$ cat config.mk
export PLATFORM = sky130hd
export DESIGN_NAME = mux2_rr_arbiter
export DESIGN_NICKNAME = d
export VERILOG_FILES = /design/src/rtl/mux2_rr_arbiter.sv
export SDC_FILE = /design/constraint.sdc
export NUM_CORES = 1
export LEC_CHECK = 0
export CAP_MARGIN = 5
export CORE_ASPECT_RATIO = 0.5
export CORE_UTILIZATION = 42
export DETAILED_ROUTE_END_ITERATION = 12
export GPL_TIMING_DRIVEN = 0
export PLACE_DENSITY = 0.85
export SLEW_MARGIN = 20
export SYNTH_ARGS = -nofsm -noshare
export SYNTH_HDL_FRONTEND = slang
export SYNTH_SLANG_ARGS = --single-unit
$ cat constraint.sdc
create_clock -name clk -period 4.4 [get_ports clk]
set_clock_uncertainty 0.2 [all_clocks]
set_input_delay 1.32 -clock clk [delete_from_list [all_inputs] [get_ports clk]]
set_output_delay 1.32 -clock clk [all_outputs]
set_load 0.02 [all_outputs]
$ cat src/rtl/mux2_rr_arbiter.sv
// Two-requester round-robin arbiter feeding a one-entry output register.
// Define MUX2_ARB_FIXED_PRIO_EN to make requester 1 win every tie.
module mux2_rr_arbiter #(
  parameter int DATA_WIDTH = 32,
  parameter int TAG_WIDTH  = 5,
  parameter int CNT_WIDTH  = 16
) (
  input  logic                  clk,
  input  logic                  reset,
  input  logic                  req0_valid,
  input  logic [DATA_WIDTH-1:0] req0_data,
  input  logic [TAG_WIDTH-1:0]  req0_tag,
  output logic                  req0_ready,
  input  logic                  req1_valid,
  input  logic [DATA_WIDTH-1:0] req1_data,
  input  logic [TAG_WIDTH-1:0]  req1_tag,
  output logic                  req1_ready,
  output logic                  out_valid,
  output logic [DATA_WIDTH-1:0] out_data,
  output logic [TAG_WIDTH-1:0]  out_tag,
  input  logic                  out_ready,
  output logic                  select,
  output logic [CNT_WIDTH-1:0]  conflict_cnt
);

  typedef enum logic {EMPTY, FULL} state_t;

  state_t state, state_nxt;
  logic   last_grant;
  logic   can_load;
  logic   both;
  logic   gnt0, gnt1;
  logic   xfer0, xfer1, load;

  assign out_valid = (state == FULL);
  assign can_load  = !out_valid || out_ready;
  assign both      = req0_valid && req1_valid;

  always_comb begin
    gnt0 = 1'b0;
    gnt1 = 1'b0;
    unique case (1'b1)
      (req0_valid && !req1_valid): gnt0 = 1'b1;
      (!req0_valid && req1_valid): gnt1 = 1'b1;
      both: begin
`ifdef MUX2_ARB_FIXED_PRIO_EN
        gnt1 = 1'b1;
`else
        gnt0 = last_grant;
        gnt1 = !last_grant;
`endif
      end
      default: ;
    endcase
  end

  assign req0_ready = can_load && gnt0;
  assign req1_ready = can_load && gnt1;
  assign xfer0      = req0_valid && req0_ready;
  assign xfer1      = req1_valid && req1_ready;
  assign load       = xfer0 || xfer1;

  always_ff @(posedge clk or posedge reset) begin
    if (reset) state <= EMPTY;
    else       state <= state_nxt;
  end

  always_comb begin
    state_nxt = state;
    unique case (state)
      EMPTY: if (load) state_nxt = FULL;
      FULL:  if (out_ready && !load) state_nxt = EMPTY;
      default: state_nxt = EMPTY;
    endcase
  end

  // Payload, select and history only move on an accepted transfer
  always_ff @(posedge clk or posedge reset) begin
    if (reset) begin
      out_data   <= '0;
      out_tag    <= '0;
      select     <= 1'b0;
      last_grant <= 1'b1;
    end else if (load) begin
      out_data   <= xfer1 ? req1_data : req0_data;
      out_tag    <= xfer1 ? req1_tag  : req0_tag;
      select     <= xfer1;
      last_grant <= xfer1;
    end
  end

  always_ff @(posedge clk or posedge reset) begin
    if (reset)
      conflict_cnt <= '0;
    else if (both && can_load && (conflict_cnt != {CNT_WIDTH{1'b1}}))
      conflict_cnt <= conflict_cnt + {{(CNT_WIDTH-1){1'b0}}, 1'b1};
  end

endmodule

==> key figures <==
Status
  – Status: finished, final reports clean

Timing
  – Final Hold Vio Count: 0
  – Normalized max-slew margin: between 50% and 60%
  – Final setup viols: 0
  – Final-report max-slew violation count: 0
  – Least-Margin Pin Slew: about 0.67 ns
  – Final period utilization: between 90% and 100%
  – Fmax: between 200 and 250 MHz
  – Worst hold slack: ~0.31 ns
  – RSZ-0062 raised after global routing: false
  – Post-route minimum period: 4.231 ns

Floorplan
  – Die W: about 110 um
  – Die area: about 6400 sq um
  – Height of the chip: 57.29 um
  – Starting Density: 45.19%
  – Num ports: between 100 and 150
  – Cell Rows: 19
  – Core Region: about 5700 sq um

Setup path
  – Worst setup EP type: primary output
  – Worst reg-to-reg path cell count: 8
  – CP Buf/Inv Count: 4
  – Worst-path cell with the longest stage delay: clkdlybuf4s50_1
  – Critical Path AT: around 2.7 ns
  – Cell depth of the worst setup path: 6
  – CP Cell Sequence: clkdlybuf4s50_1, nand2b_1, buf_6, nand3_1, inv_2, dlygate4sd2_1
  – Crit path largest cell delay: 0.44 ns
  – Largest delay share family, worst path: buffers and inverters
  – Data required time of the worst path: between 2 and 3 ns
  – Worst Path Class, Setup: in2out
  – Top fanout value on the critical path: 11
  – CP Launch Type: input port

Logic synthesis
  – Cells after synthesis: 288
  – Top cells by area, synth: dfrtp_1 (54%), nand2_1 (12%), a31oi_1 (9.7%)
  – Synthesized area: between 2000 and 3000 sq um
  – Post-synth EDFFs: 0
  – Synthesized Nets: around 370
  – Post-synthesis register bit count: 56
  – Top FF cell, synth: dfrtp_1
  – Yosys warns: 0
  – Seq/Total Area, Yosys: between 50% and 60%
  – Asr flop ratio synth: 100.0%
  – Cell variety after synth: 29
  – Synth top area share: between 50% and 60%
  – Most frequent cell after synthesis: nand2_1
  – Post-synth top area cell: dfrtp_1
  – Synth cell count leaders: nand2_1 (82), dfrtp_1 (55), nor2_1 (43)
  – Syn avg cell area: about 8.9 sq um

Clock tree
  – Clock Latency Late Sink: 0.30 ns
  – H-tree depth: 2
  – Cts bufs inserted: 5
  – Clock sinks: 56
  – Clock root cell: clkbuf_16
  – Max Root-Sink Buffers: 2
  – CTS tree: done
  – Worst-path clk slew: ~0.070 ns

Power
  – Leakage: 1.751 nW
  – PnR Total Power: 1.658 mW
  – Pwr per Cell Area: around 400 nW/um^2
  – Peak VDD IR: ~0.3 mV

Drt
  – Via count: about 2700
  – DRC Markers: 0
  – Post-route ant nets: 0
  – Initial DRC count: about 130
  – Total Routed Length: between 7000 and 8000 um
  – Vias/cell: between 5 and 6
  – Post-DR wirelength/cell: between 15 and 20 um
  – DR pass1 iterations: 4

GRT
  – Vias in the first global route: approximately 2700
  – Initial antenna violation count: 0
  – Global-route wire length before repair: about 13000 um
  – Total GRT Usage: approximately 25%
  – Overflow after GRT: 0
  – Largest net degree at the start of global routing: 57

Flow run
  – # Max-Cap Violations: 0

Finish
  – Fin nets: 507
  – Layout cells sized above 1: roughly 4.9%
  – Antenna cells: 0
  – Area Growth Syn to Fin: 61.99%
  – Final instance area: ~4200 sq um

Placed design
  – Port bufs: 133
  – GP Congestion: 0.8333
  – Dpl hpwl: around 6000 um
  – Placed inst area: about 4000 sq um

Hold path
  – Worst hold path type: reg2reg
  – Hold Path Depth: 1
==> registers in the layout (all words and copies together), names as in the netlist <==
register / cells
select: 1
last_grant: 1
out_tag: 5
out_data: 32
out_valid: 1
conflict_cnt: 16
==> through the flow <==
step	cells	setup TNS [ns]	setup WS (ns)	util [%]
2_1_floorplan	288	0	0.8002	-
3_3_place_gp	494	-0.3855	-0.3855	70.23
3_5_place_dp	494	-0.4220	-0.4148	70.27
4_1_cts	501	0	0.1682	73.20
5_1_grt	501	0	0.1053	73.20
6_report	501	0	0.1689	73.20
==> power breakdown <==
group / switching (mW) / internal (mW) / total, mW
Sequential: 0.0703 / 0.599 / 0.670
Combinational: 0.261 / 0.267 / 0.529
Clock: 0.189 / 0.271 / 0.460
Total: 0.520 / 1.14 / 1.66
==> worst reg2reg max path, delay by kind of cell (launching register included) <==
kind	cells	cell delay, ns
AOI/OAI and AO/OA	1	0.20
buffers and inverters	4	1.00
DFF	1	0.38
and+or+nand+nor	3	0.35
==> repair_timing <==
| action | 4_1_cts | 5_1_grt |
|---|---|---|
| setup endpoints to repair | 2 | 0 |
| resized for setup | 3 | 0 |
| buffers inserted | 0 | 0 |
| hold endpoints to repair | 0 | 0 |
| hold buffers | 0 | 0 |
==> kinds of logic (layout without fill, tap and decap cells) <==
| family | after synthesis | after routing | share of synthesized area, % |
|---|---|---|---|
| buffers and inverters | 24 | 164 | 4.776 |
| xor gates and xnor gates | 13 | 13 | 4.435 |
| and+or+nand+nor | 145 | 145 | 23.15 |
| muxes | 1 | 1 | 0.4386 |
| AOI/OAI and AO/OA | 48 | 48 | 12.09 |
| DFF | 56 | 56 | 54.63 |
| adders and majority gates | 1 | 1 | 0.4873 |
==> layout make-up <==
cell class | count | area [sq um]
buffer | 18 | 100.1
clock buffer | 5 | 125.1
clock inverter | 3 | 47.55
fill | 406 | 1523
inverter | 5 | 21.27
multi-input combinational | 208 | 1042
sequential | 56 | 1403
tap | 73 | 91.34
timing repair buffer | 133 | 1329
==> worst paths after layout <==
kind | from | endpoint | slack (ns)
max in group asynchronous | reset | conflict_cnt[3] | 2.27
worst min register to register | conflict_cnt[8] | conflict_cnt[8] | 0.31
worst max register to register | out_valid | out_data[1] | 2.20
min in group asynchronous | reset | out_data[8] | 1.27
worst max-delay path | out_ready | req1_ready | 0.17
worst min-delay path | conflict_cnt[8] | conflict_cnt[8] | 0.31
==> routing by layer <==
layer	vias up	GRT usage, %	routed length (um)
met5	-	0	0
met4	0	13.52	305
met3	31	4.995	304
met2	95	46.21	4033
met1	1301	28.94	3114
li1	1248	-	-
==> cells in the final DEF, fill, tap and decap left out, drive strengths merged, types with 2 or more instances in the layout <==
master	n
xnor2	8
clkinv	2
and3	3
dfrtp	55
a31oi	41
nand2	82
nand2b	2
buf	10
xor2	5
nand4	5
nand3	7
dlygate4sd2	2
a21oi	3
clkbuf	13
inv	5
nor3	2
nor2	43
clkdlybuf4s50	131
Note: power is estimated with default switching activity, not from simulation.
